<file path="config.mk">
export PLATFORM = sky130hd
export DESIGN_NAME = register_file_port_ctrl
export DESIGN_NICKNAME = d
export VERILOG_FILES = /design/src/rtl/rf_ctrl_pkg.sv /design/src/rtl/rr_arbiter.sv /design/src/rtl/register_file_port_ctrl.sv
export SDC_FILE = /design/constraint.sdc
export NUM_CORES = 1
export LEC_CHECK = 0
export ABC_AREA = 1
export BUFFER_PORTS_ARGS = -buffer_cell sky130_fd_sc_hd__buf_2
export CAP_MARGIN = 25
export CORE_AREA = 4 4 74 76
export DETAILED_ROUTE_END_ITERATION = 8
export DIE_AREA = 0 0 78 80
export GPL_ROUTABILITY_DRIVEN = 0
export GPL_TIMING_DRIVEN = 1
export PLACE_DENSITY_LB_ADDON = 0.3
export REMOVE_ABC_BUFFERS = 1
export SLEW_MARGIN = 30
export SYNTH_ARGS = -nofsm -noshare
export SYNTH_HDL_FRONTEND = slang
export SYNTH_SLANG_ARGS = --single-unit
export TNS_END_PERCENT = 20
</file>
<file path="constraint.sdc">
create_clock -name clk_i -period 3.3 [get_ports clk_i]
set_clock_uncertainty 0.2 [all_clocks]
set_input_delay 0.165 -clock clk_i [delete_from_list [all_inputs] [get_ports clk_i]]
set_output_delay 0.165 -clock clk_i [all_outputs]
set_load 0.005 [all_outputs]
</file>
<file path="src/rtl/rf_ctrl_pkg.sv">
`default_nettype none
// ============================================================================
// Module      : rf_ctrl_pkg
// Description : Shared types and defaults for the register-file port controller.
// Revision    : 1.0 - initial release
// ============================================================================
package rf_ctrl_pkg;

    localparam int c_def_addr_width = 4;
    localparam int c_def_data_width = 16;

    typedef logic [0:0] state_t;

    localparam state_t c_st_clear = 1'b0;
    localparam state_t c_st_run   = 1'b1;

endpackage
`default_nettype wire

</file>
<file path="src/rtl/rr_arbiter.sv">
`default_nettype none
// ============================================================================
// Module      : rr_arbiter
// Description : Round-robin arbiter; search starts at the internal pointer,
//               which moves past the winner on every grant.
// Revision    : 1.0 - initial release
// ============================================================================
module rr_arbiter #(
    parameter int NumReq   = 2,
    parameter int IdxWidth = (NumReq > 1) ? $clog2(NumReq) : 1
) (
    input  logic                clk_i,
    input  logic                rst_ni,
    input  logic [NumReq-1:0]   req_i,
    input  logic [NumReq-1:0]   elig_i,
    output logic [NumReq-1:0]   gnt_o,
    output logic [IdxWidth-1:0] idx_o,
    output logic                any_o
);

    logic [IdxWidth-1:0] r_ptr;
    logic [NumReq-1:0]   w_gnt;
    logic [IdxWidth-1:0] w_idx;
    logic                w_any;
    int                  w_cand;

    // Scan from the farthest offset down so the nearest eligible request wins.
    always_comb begin
        w_gnt  = '0;
        w_idx  = '0;
        w_any  = 1'b0;
        w_cand = 0;
        for (int k = NumReq - 1; k >= 0; k--) begin
            w_cand = int'(r_ptr) + k;
            if (w_cand >= NumReq) begin
                w_cand = w_cand - NumReq;
            end
            if (req_i[w_cand] && elig_i[w_cand]) begin
                w_any = 1'b1;
                w_idx = IdxWidth'(w_cand);
            end
        end
        w_gnt[w_idx] = w_any;
    end

    always_ff @(posedge clk_i or negedge rst_ni) begin
        if (!rst_ni) begin
            r_ptr <= '0;
        end else if (w_any) begin
            r_ptr <= (int'(w_idx) == NumReq - 1) ? '0 : w_idx + IdxWidth'(1);
        end
    end

    assign gnt_o = w_gnt;
    assign idx_o = w_idx;
    assign any_o = w_any;

endmodule
`default_nettype wire

</file>
<file path="src/rtl/register_file_port_ctrl.sv">
`default_nettype none
// ============================================================================
// Module      : register_file_port_ctrl
// Description : Shares a 1R/1W latch register file among NumReq requesters with
//               round-robin ports, RAW stalling and a post-reset clear sweep.
// Revision    : 1.0 - initial release
// ============================================================================
module register_file_port_ctrl
    import rf_ctrl_pkg::*;
#(
    parameter int NumReq    = 2,
    parameter int AddrWidth = c_def_addr_width,
    parameter int DataWidth = c_def_data_width
) (
    input  logic                        clk_i,
    input  logic                        rst_ni,
    input  logic                        clear_i,
    output logic                        busy_o,
    input  logic [NumReq-1:0]           wreq_valid_i,
    output logic [NumReq-1:0]           wreq_ready_o,
    input  logic [NumReq*AddrWidth-1:0] wreq_addr_i,
    input  logic [NumReq*DataWidth-1:0] wreq_data_i,
    input  logic [NumReq-1:0]           rreq_valid_i,
    output logic [NumReq-1:0]           rreq_ready_o,
    input  logic [NumReq*AddrWidth-1:0] rreq_addr_i,
    output logic [NumReq-1:0]           rrsp_valid_o,
    output logic [DataWidth-1:0]        rrsp_data_o,
    output logic                        rf_we_o,
    output logic [AddrWidth-1:0]        rf_waddr_o,
    output logic [DataWidth-1:0]        rf_wdata_o,
    output logic [AddrWidth-1:0]        rf_raddr_o,
    input  logic [DataWidth-1:0]        rf_rdata_i
);

    localparam int c_idx_w = (NumReq > 1) ? $clog2(NumReq) : 1;

    state_t               r_state;
    logic [AddrWidth-1:0] r_cnt;
    logic                 r_haz_valid;
    logic [AddrWidth-1:0] r_haz_addr;

    logic                 w_run;
    logic [AddrWidth-1:0] w_waddr [NumReq];
    logic [DataWidth-1:0] w_wdata [NumReq];
    logic [AddrWidth-1:0] w_raddr [NumReq];
    logic [NumReq-1:0]    w_wreq;
    logic [NumReq-1:0]    w_rreq;
    logic [NumReq-1:0]    w_relig;
    logic [NumReq-1:0]    w_all_elig;
    logic [NumReq-1:0]    w_wgnt;
    logic [NumReq-1:0]    w_rgnt;
    logic [c_idx_w-1:0]   w_widx;
    logic [c_idx_w-1:0]   w_ridx;
    logic                 w_wany;
    logic                 w_rany;

    assign w_run      = (r_state == c_st_run);
    assign busy_o     = (r_state == c_st_clear);
    assign w_all_elig = '1;
    assign w_wreq     = wreq_valid_i & {NumReq{w_run}};
    assign w_rreq     = rreq_valid_i & {NumReq{w_run}};

    // A read of the address written last cycle would see the latch mid-update.
    for (genvar i = 0; i < NumReq; i++) begin : g_unpack
        assign w_waddr[i] = wreq_addr_i[i*AddrWidth +: AddrWidth];
        assign w_wdata[i] = wreq_data_i[i*DataWidth +: DataWidth];
        assign w_raddr[i] = rreq_addr_i[i*AddrWidth +: AddrWidth];
        assign w_relig[i] = !(r_haz_valid && (w_raddr[i] == r_haz_addr));
    end

    rr_arbiter #(.NumReq(NumReq), .IdxWidth(c_idx_w)) u_warb (
        .clk_i  (clk_i),
        .rst_ni (rst_ni),
        .req_i  (w_wreq),
        .elig_i (w_all_elig),
        .gnt_o  (w_wgnt),
        .idx_o  (w_widx),
        .any_o  (w_wany)
    );

    rr_arbiter #(.NumReq(NumReq), .IdxWidth(c_idx_w)) u_rarb (
        .clk_i  (clk_i),
        .rst_ni (rst_ni),
        .req_i  (w_rreq),
        .elig_i (w_relig),
        .gnt_o  (w_rgnt),
        .idx_o  (w_ridx),
        .any_o  (w_rany)
    );

    assign wreq_ready_o = w_wgnt;
    assign rreq_ready_o = w_rgnt;
    assign rf_we_o      = busy_o | w_wany;
    assign rf_waddr_o   = busy_o ? r_cnt : w_waddr[w_widx];
    assign rf_raddr_o   = w_raddr[w_ridx];

    always_ff @(posedge clk_i or negedge rst_ni) begin
        if (!rst_ni) begin
            r_state <= c_st_clear;
            r_cnt   <= '0;
        end else if (clear_i) begin
            r_state <= c_st_clear;
            r_cnt   <= '0;
        end else if (r_state == c_st_clear) begin
            if (r_cnt == '1) begin
                r_state <= c_st_run;
            end
            r_cnt <= r_cnt + AddrWidth'(1);
        end
    end

    // Write data is registered so it is stable while the latch is transparent.
    always_ff @(posedge clk_i or negedge rst_ni) begin
        if (!rst_ni) begin
            rf_wdata_o   <= '0;
            rrsp_valid_o <= '0;
            rrsp_data_o  <= '0;
            r_haz_valid  <= 1'b0;
            r_haz_addr   <= '0;
        end else begin
            if (busy_o) begin
                rf_wdata_o <= '0;
            end else if (w_wany) begin
                rf_wdata_o <= w_wdata[w_widx];
            end
            rrsp_valid_o <= w_rgnt;
            if (w_rany) begin
                rrsp_data_o <= rf_rdata_i;
            end
            r_haz_valid <= w_wany;
            if (w_wany) begin
                r_haz_addr <= rf_waddr_o;
            end
        end
    end

endmodule
`default_nettype wire
</file>
# ---- Yosys cells after proc, flatten, opt, wreduce, memory -nomap -nowiden
# Cells that the tools add are included.
dict set report op_classes {
  addsub 9
  n_lt_le_gt_ge 14
  n_eq_ne 5
  n_mux 57
  bitwise 8
  n_reduce_logical 10
}
# op count
set ops {}
lappend ops {{< comparator 32 x 3 -> 1 bit, second input constant} 4}
lappend ops {{2-to-1 mux 32 bit} 4}
lappend ops {{2-to-1 mux 16 bit} 5}
lappend ops {{greater-or-equal comparator 32 x 3 -> 1 bit, second input constant} 2}
lappend ops {{subtractor 32 x 3 -> 32 bit, second input constant} 2}
lappend ops {{2-to-1 mux 1 bit} 37}
lappend ops {{2-to-1 mux 4 bit} 9}
lappend ops {{bitwise AND 2 bit} 4}
lappend ops {{== test 4 bit} 2}
lappend ops {{logical AND 1 bit} 8}
lappend ops {{subtractor 1 x 2 -> 3 bit, second input constant} 2}
lappend ops {{adder 1 x 1 -> 2 bit, second input constant} 2}
lappend ops {{adder 4 x 1 -> 4 bit, second input constant} 1}
lappend ops {{== test 4 bit, second input constant} 1}
lappend ops {{greater-or-equal comparator 1 x 2 -> 1 bit, second input constant} 2}
lappend ops {{greater-or-equal comparator 2 bit, second input constant} 2}
lappend ops {{< comparator 1 x 2 -> 1 bit, second input constant} 2}
lappend ops {{NOT 1 -> 2 bit} 2}
lappend ops {{adder 1 bit, second input constant} 2}
lappend ops {{demux 1 bit (select 1 bit)} 2}
lappend ops {{greater-or-equal comparator 1 bit, second input constant} 2}
lappend ops {{logical NOT 1 bit} 2}
lappend ops {{inequality test 2 x 1 -> 1 bit, second input constant} 1}
lappend ops {{inequality test 2 bit, second input constant} 1}
lappend ops {{other kinds (2)} 2}
dict set report totals {
  ff_bits 46
}

# ---- Logic depth before layout (Yosys ltp)
# Gate-level depths: netlist of the first run.
dict set report logic_depth {
  ltp_word 15
  ltp_mapped 10
}

# ---- Hierarchy
# A second synthesis of the first run with hierarchy kept.
dict set report hier_totals {
  cells_unflattened 296
  hier_area_um2 2407.3
}
# mod instances cells_per_inst area_each_um2
set modules_own_cells {}
lappend modules_own_cells {register_file_port_ctrl 1 272 2264.7}
lappend modules_own_cells {rr_arbiter 2 12 71.3}

# ---- Worst setup path before layout of the first run
# OpenSTA, ideal clock, no wires.
dict set report synth_path {
  path_kind {flip-flop to flip-flop}
  from {register r_haz_addr[1]}
  to {register rrsp_data_o[0]}
  setup_ns 0.116
  arrival_ns 1.189
  slack_ns 1.794
  stages_incl_launch_ff 10
  path_buffers 1
  synth_period_minus_slack_ns 1.506
  path_cell_list {dfrtp_1 inv_2 nor2_1 nor2_1 nand3_2 o21bai_4 nand2_4 buf_6 nand2_1 nand2_1}
}
dict set report synth_between {
  elab_chain_len 9
  elab_cells_between_ends 16
  classes_between {eq/ne (2); mux (8); reduce/logical (6)}
}
# item line_no
set synth_lines {}
lappend synth_lines {{start, declared} register_file_port_ctrl.sv:40} ;# logic [AddrWidth-1:0] r_haz_addr;
lappend synth_lines {{start signal, assigned} register_file_port_ctrl.sv:132} ;# r_haz_addr <= rf_waddr_o;
lappend synth_lines {{== test 4 bit} register_file_port_ctrl.sv:68} ;# assign w_relig[i] = !(r_haz_valid && (w_raddr[i] == r_haz_addr));
lappend synth_lines {{logical AND 1 bit} register_file_port_ctrl.sv:68}
lappend synth_lines {{logical NOT 1 bit} register_file_port_ctrl.sv:68}
lappend synth_lines {{2-to-1 mux 1 bit (not written as such) (3 in a row)} rr_arbiter.sv:38} ;# if (req_i[w_cand] && elig_i[w_cand]) begin
lappend synth_lines {{logical AND 1 bit} rr_arbiter.sv:38}
lappend synth_lines {{2-to-1 mux 1 bit} rr_arbiter.sv:38}
lappend synth_lines {{2-to-1 mux 1 bit *} rr_arbiter.sv:38}
lappend synth_lines {{end signal, assigned} register_file_port_ctrl.sv:128} ;# rrsp_data_o <= rf_rdata_i;
lappend synth_lines {{end, declared} register_file_port_ctrl.sv:27} ;# output logic [DataWidth-1:0] rrsp_data_o,
# Every way passes the cells marked *; elsewhere a longest branch is shown, timed or not. The select of a mux whose other input is x is not followed.
# A chain may end at the register's enable or synchronous reset.

# ---- Worst setup path in the final report of the first run
dict set report layout_path {
  from {register r_state}
  to {register rf_wdata_o[10]}
}
dict set report layout_between {
  elab_chain_len 13
  elab_cells_between_ends 20
  classes_between {eq/ne (1); mux (15); bitwise (2); reduce/logical (2)}
}
# item line_no
set layout_lines {}
lappend layout_lines {{start, declared} register_file_port_ctrl.sv:37} ;# state_t r_state;
lappend layout_lines {{start signal, assigned} register_file_port_ctrl.sv:99} ;# r_state <= c_st_clear;
lappend layout_lines {{start signal, assigned} register_file_port_ctrl.sv:102} ;# r_state <= c_st_clear;
lappend layout_lines {{start signal, assigned} register_file_port_ctrl.sv:106} ;# r_state <= c_st_run;
lappend layout_lines {{bitwise AND 2 bit} register_file_port_ctrl.sv:60} ;# assign w_wreq = wreq_valid_i & {NumReq{w_run}};
lappend layout_lines {{2-to-1 mux 1 bit (not written as such) (3 in a row)} rr_arbiter.sv:38}
lappend layout_lines {{logical AND 1 bit} rr_arbiter.sv:38}
lappend layout_lines {{2-to-1 mux 1 bit (2 in a row)} rr_arbiter.sv:38}
lappend layout_lines {{NOT 1 -> 2 bit (not written as such)} register_file_port_ctrl.sv:124} ;# rf_wdata_o <= w_wdata[w_widx];
lappend layout_lines {{2-to-1 mux 16 bit (not written as such) (3 in a row)} register_file_port_ctrl.sv:124}
lappend layout_lines {{2-to-1 mux 16 bit} register_file_port_ctrl.sv:123} ;# end else if (w_wany) begin
lappend layout_lines {{2-to-1 mux 16 bit} register_file_port_ctrl.sv:121} ;# if (busy_o) begin
lappend layout_lines {{end signal, assigned} register_file_port_ctrl.sv:124}
lappend layout_lines {{end, declared} register_file_port_ctrl.sv:30} ;# output logic [DataWidth-1:0] rf_wdata_o,
# Several ways; a longest one is shown, not always the timed one. The select of a mux whose other input is x is not followed.

==> results of run 1 <==
-- power breakdown --
part	leakage [nW]	switching, mW	internal [mW]
logic	1.24	0.0842	0.110
registers	0.612	0.0217	0.600
clock network	0.0452	0.185	0.150
-- layout by cell type (no fill, tap or decap), types with 5 or more instances in the layout --
master,instances
buf_2,117
clkbuf_8,5
dlygate4sd3_1,48
inv_1,17
nand3_1,40
nand2_1,65
nor2_1,35
dfrtp_1,46
o21ai_0,42
-- Yosys cell counts, types with 2 or more instances --
cell type | count | share of area, %
nand2_1 | 65 | 11
dfrtp_1 | 46 | 50
o21ai_0 | 42 | 9.2
nand3_1 | 40 | 8.8
nor2_1 | 35 | 5.8
inv_1 | 17 | 2.8
clkbuf_1 | 5 | 0.82
a21oi_1 | 4 | 0.88
buf_4 | 4 | 1.3
inv_2 | 4 | 0.66
buf_2 | 2 | 0.44
nand2_4 | 2 | 0.99
nand3_2 | 2 | 0.88
nor3_1 | 2 | 0.44
o21ai_1 | 2 | 0.44
-- tightest hold or removal path, delay by kind of cell --
kind            cells  cell delay [ps]
compound gates      2              220
buf+inv             1               70
-- layout make-up --
type                            instances  area, sq um
Fill cell                             366         1250
Sequential cell                        46         1150
Timing Repair Buffer                  168         1090
Multi-Input combinational cell        206          987
Tap cell                               67         83.8
Inverter                               21         78.8
Clock buffer                            6         72.6
Clock inverter                          2         13.8
-- kinds of logic after synthesis --
family,count (synthesis)
DFF,46
muxes,1
AOI/OAI and AO/OA,53
xor gates and xnor gates,1
and+or+nand+nor,150
buffers and inverters,34
adders and majority gates,1
-- what timing repair did --
action / in CTS / in global routing
setup endpoints to repair: 0 / 0
endpoints found under the hold margin: 83 / 0
hold buffers: 48 / 0
-- layer usage --
| layer | track usage [%] | share of wire (%) | up-vias |
|---|---|---|---|
| li1 | - | - | 1256 |
| met1 | 27.3 | 40 | 1132 |
| met3 | 4.63 | 8.0 | 10 |
| met4 | 8.04 | 1.5 | 0 |
| met5 | 0 | 0 | - |
| met2 | 38.1 | 50 | 111 |
-- registers in the layout (all words and copies together) (netlist names) --
name / count
rrsp_data_o: 16
r_haz_valid: 1
r_cnt: 4
r_haz_addr: 4
rf_wdata_o: 16
u_rarb.r_ptr: 1
rrsp_valid_o: 2
u_warb.r_ptr: 1
r_state: 1
-- worst paths after layout --
check | cells after the start | from | slack [ps] | end
worst max-delay path | 6 | r_state | 880 | rf_wdata_o[10]
worst min-delay path | 3 | wreq_addr_i[5] | 5 | r_haz_addr[1]
worst max register to register | 6 | r_state | 880 | rf_wdata_o[10]
worst min register to register | 1 | u_rarb.r_ptr | 270 | rrsp_valid_o[0]
max in group asynchronous | 2 | rst_ni | 2300 | rrsp_data_o[3]
min in group asynchronous | 2 | rst_ni | 210 | rf_wdata_o[2]
-- through the flow --
| stage | instances | setup WS [ps] | power [mW] | area (sq um) |
|---|---|---|---|---|
| 2_1_floorplan | 273 | 902 | 0.695 | 2210 |
| 3_3_place_gp | 460 | 1270 | 0.793 | 2900 |
| 3_5_place_dp | 460 | 1230 | 0.797 | 2910 |
| 4_1_cts | 516 | 888 | 1.16 | 3480 |
| 5_1_grt | 516 | 693 | 1.21 | 3480 |
| 6_report | 516 | 875 | 1.15 | 3480 |
==> metrics.md, run 1 <==
| Metric | Value |
|---|---|
| Initial antenna violation count | `0` |
| Htree depth | `2` |
| Distinct cells, synth | `29` |
| Final hold slack | `5.46 ps` |
| Setup crit start kind | `flip-flop` |
| Yosys warns | `0` |
| Final setup viols | `0` |
| Overflow after GRT | `0` |
| Initial DRC count | `141` |
| Root buf cell | `clkbuf_8` |
| Critical-path cell list | `buf_4 > o21ai_4 > inv_2 > o21ai_0 > o21ai_0 > dlygate4sd3_1` |
| Num ports | `119` |
| First-pass GRT wire length | `11100 microns` |
| Most used flip-flop cell after synthesis | `dfrtp_1` |
| Share of cells above drive strength 1 | `31.0%` |
| Post-synthesis cell count | `286` |
| Largest net degree at the start of global routing | `47` |
| Post-synthesis mux area share | `0.438%` |
| Worst setup EP type | `flip-flop` |
| Synth Cell Area | `2280 sq um` |
| Vias in the first global route | `2497` |
| Vias | `2509` |
| Maxcap violations | `0` |
| Largest family of logic cells by synthesized area | `simple AND/OR/NAND/NOR gates` |
| Initial core utilization | `48.3%` |
| Max Buffers Root-to-Sink | `2` |
| RSZ-0062 raised after global routing | `false` |
| Worst min-delay path class | `in -> reg` |
| # rows | `25` |
| Synthesis-to-layout area growth | `52.2%` |
| DRC violations left | `0` |
| Period minus WS final | `2420 ps` |
| Number of synthesized flops with an enable pin | `0` |
| ANT cells | `0` |
| Max-slew violation count | `0` |
| Core box area | `4720 sq um` |
| Drt total wl | `6670 microns` |
| Clk pin slew, worst setup/hold paths | `90 ps` |
| Number of buffers created by CTS | `5` |
| Avg Inst Size Synth | `7.98 sq um` |
| Setup TNS | `0 ps` |
| Post-DP HPWL | `4410 microns` |
| Post-CTS resize count | `0` |
| VDD IR max | `0.185 mV` |
| Yosys reg bits | `46` |
| Period Utilization, post-route | `73.5%` |
| Seq/Total Area, Yosys | `50.4%` |
| Routed vias/inst | `4.86` |
| Final Hold Fails | `0` |
| Leak | `1.90 nW` |
| # clock sinks | `46` |
| Port Buffers | `118` |
| Slowest cell on crit path | `dlygate4sd3_1` |
| Pwr dens | `331 nW/um^2` |
| Post-CTS setup repair buffer count | `0` |
| Cell mode on critical path | `o21ai_0` |
| Die area | `6240 sq um` |
| Routed WL per cell | `12.9 microns` |
| Slew @ Worst Pin | `687 ps` |
| Synth Area in XOR/XNOR | `0.384%` |
| Post-synthesis adder-cell area fraction | `0.548%` |
| CP max FO | `28` |
| CP max stage delay | `570 ps` |
| TritonCTS clock tree | `yes` |
| Setup CP Type | `reg -> reg` |
| Rel. slew slack | `54.0%` |
| Ys async rst share | `100%` |
| FMAX | `412 MHz` |
| CP top delay family | `buffers and inverters` |
| DRT antenna net count | `0` |
| All-Layer GR Usage | `22.1%` |
| Worst skew pair latency | `290 ps` |
| DRT Pass-1 Iters | `5` |
| Outcome | `finished, final reports clean` |
| Die Wd | `78 microns` |
| Compound-Gate Fraction of Synth Area | `12.7%` |
| Worst Path Required | `3330 ps` |
| Worst Path Buf+Inv | `3` |
| Fin nets | `520` |
| CP Data Arrival Time | `2460 ps` |
| Post-layout util | `73.6%` |
| Die Y | `80 microns` |
| Post-synthesis simple-gate area fraction | `28.8%` |
Power figures use the tool's default switching activity.
==> inputs of run 2 (changes only) <==
- CORE_AREA: 4 4 74 76 -> 4 4 77 79
- DIE_AREA: 0 0 78 80 -> 0 0 81 83
- clock period: 3.3 -> 2.4 ns (I/O delays scaled with it)
==> run 2 against run 1 <==
- highest routed layer unchanged
- worst setup slack worse by 730 ps
- fmax is 7.6% higher
- the flow now finishes with violations (hold timing)
- register-to-register slack worse by 730 ps
- critical path type unchanged
==> metrics.md, run 2 (synthesis results as in run 1) <==
| Metric | Value |
|---|---|
| Outcome | `finished with violations` |
| Failing checks | `hold timing` |
| Overflow after GRT | `0 (unchanged)` |
| Die Wd | `81 microns (+3.8%)` |
| Finished Cell Area | `3570 sq um (+2.8%)` |
| Worst setup EP type | `flip-flop` |
| Area of the multi-input gates | `980 sq um (-0.76%)` |
| Post-DP HPWL | `4750 microns (+7.7%)` |
| Worst skew pair latency | `300 ps (about the same)` |
| Register area | `1150 sq um (unchanged)` |
| Period Utilization, post-route | `93.9% (+20 points)` |
| Worst Path Buf+Inv | `3 (unchanged)` |
| Clk pin slew, worst setup/hold paths | `90 ps (about the same)` |
| Final hold slack | `-3.87 ps (-9.33 ps)` |
| Min-delay src | `wreq_addr_i[4]` |
| DRT Pass-1 Iters | `4 (-1)` |
| ANT cells | `0 (unchanged)` |
| TritonCTS clock tree | `yes` |
| FMAX | `444 MHz (+7.6%)` |
| CP max FO | `11 (-61%)` |
| Rel. slew slack | `64.9% (+11 points)` |
| Die Y | `83 microns (+3.8%)` |
| Setup crit start | `u_warb.r_ptr` |
| PnR worst setup slack | `146 ps (-729 ps)` |
| Leading cell type in the layout, fill and taps excluded | `buf_2` |
| Worst Path Required | `2390 ps (-940 ps)` |
| Core box area | `5340 sq um (+13%)` |
| Top flop regs | `rf_wdata_o (16), rrsp_data_o (16)` |
| Layout fillers | `478 (+31%)` |
| DRC violations left | `0 (unchanged)` |
| Initial DRC count | `125 (-11%)` |
| VDD IR max | `0.288 mV (+55%)` |
| Maxcap violations | `0 (unchanged)` |
| Largest net degree at the start of global routing | `29 (-38%)` |
| Share of cells above drive strength 1 | `31.5% (+0.55 points)` |
| Vias | `2624 (+4.6%)` |
| Final Hold Fails | `1 (+1)` |
| Final setup viols | `0 (unchanged)` |
| Routed vias/inst | `4.96 (+2.0%)` |
| Period minus WS final | `2250 ps (-171 ps)` |
| Num ports | `119 (unchanged)` |
| Root buf cell | `clkbuf_8` |
| Vias in the first global route | `2613 (+4.6%)` |
| Number of buffers created by CTS | `5 (unchanged)` |
| Synthesis-to-layout area growth | `56.5%` |
| Routed WL per cell | `13.8 microns (+6.6%)` |
| Setup CP Type | `reg -> reg` |
| Max-slew violation count | `0 (unchanged)` |
| FF-to-FF Start | `u_warb.r_ptr` |
| Critical-path cell list | `inv_1 > nand2_1 > nand3_1 > clkinvlp_2 > nor2_1 > o21ai_0 > dlygate4sd3_1` |
| First-pass GRT wire length | `11800 microns (+6.5%)` |
| Worst min-delay path class | `in -> reg` |
| Initial core utilization | `42.8% (-5.6 points)` |
| # rows | `27 (+8.0%)` |
| DRT antenna net count | `0 (unchanged)` |
| Port Buffers | `118 (unchanged)` |
| Pre-CTS setup slack | `578 ps (-649 ps)` |
| Max Buffers Root-to-Sink | `2 (unchanged)` |
| CP Data Arrival Time | `2250 ps (-210 ps)` |
| Post-layout util | `66.9% (-6.6 points)` |
| Slew @ Worst Pin | `526 ps (-161 ps)` |
| Tot Pwr | `1.71 mW (+48%)` |
| Setup crit start kind | `flip-flop` |
| Initial antenna violation count | `0 (unchanged)` |
| All-Layer GR Usage | `22.4% (+0.32 points)` |
| CP top delay family | `buffers and inverters` |
| # clock sinks | `46 (unchanged)` |
| Die area | `6720 sq um (+7.7%)` |
| Fin nets | `528 (+1.5%)` |
| Pwr dens | `477 nW/um^2 (+44%)` |
| Drt total wl | `7290 microns (+9.3%)` |
| Slowest cell on crit path | `dlygate4sd3_1` |
| Htree depth | `2 (unchanged)` |
| CP max stage delay | `560 ps (about the same)` |
| Leak | `1.93 nW (+1.6%)` |
| Most frequent cells in the layout | `buf_2 (118), nand2_1 (65), dlygate4sd3_1 (52), dfrtp_1 (46), o21ai_0 (42)` |
| Area after DPL | `2930 sq um (+0.65%)` |
run 2: worst min-delay path: cells and delay by family:
kind	cells	cell delay, ps
AO/OA/AOI/OAI	2	260
buffers and inverters	1	70
run 2: report_power, final:
group	internal (mW)	total (mW)	leakage, nW	switching [mW]
Combinational	0.155	0.276	1.26	0.121
Sequential	0.825	0.858	0.612	0.0323
Clock	0.311	0.572	0.0514	0.261
run 2: path summary, 6_finish.rpt:
| kind | end | slack (ps) | depth (start not counted) |
|---|---|---|---|
| max | rf_wdata_o[7] | 150 | 7 |
| min | r_haz_addr[0] | -4 | 3 |
| max reg2reg | rf_wdata_o[7] | 150 | 7 |
| min reg2reg | rrsp_valid_o[0] | 270 | 1 |
| max in group asynchronous | r_haz_valid | 1380 | 3 |
| min in group asynchronous | rf_wdata_o[14] | 60 | 2 |
run 2: layout make-up:
| cell class | count | area share [%] |
|---|---|---|
| repair buffers | 175 | 32.2 |
| flip-flops and latches | 46 | 32.2 |
| multi-input cells | 206 | 27.4 |
| well taps | 72 | 2.52 |
| inverters | 21 | 2.38 |
| clock buffers | 6 | 2.03 |
| clock inverters | 2 | 1.05 |
| repair inverters | 1 | 0.140 |
run 2: repair_timing:
action,CTS,global route
hold endpoints to repair,85,0
endpoints found under the setup margin,0,15
buffers inserted,0,0
hold buffers,52,0
resized for setup,0,3
run 2: stage by stage:
step,cells,setup TNS (ps)
3_5_place_dp,468,0
6_report,529,0
5_1_grt,529,-15.5
4_1_cts,528,0
2_1_floorplan,273,0
3_3_place_gp,468,0
run 2: routing by layer:
layer | wire length (microns) | vias up | share of wire, % | global-route usage, %
li1 | - | 1275 | - | -
met1 | 2970 | 1210 | 41 | 28.6
met2 | 3670 | 120 | 50 | 36.8
met3 | 455 | 19 | 6.2 | 4.45
met4 | 193 | 0 | 2.6 | 8.76
met5 | 0 | - | 0 | 0
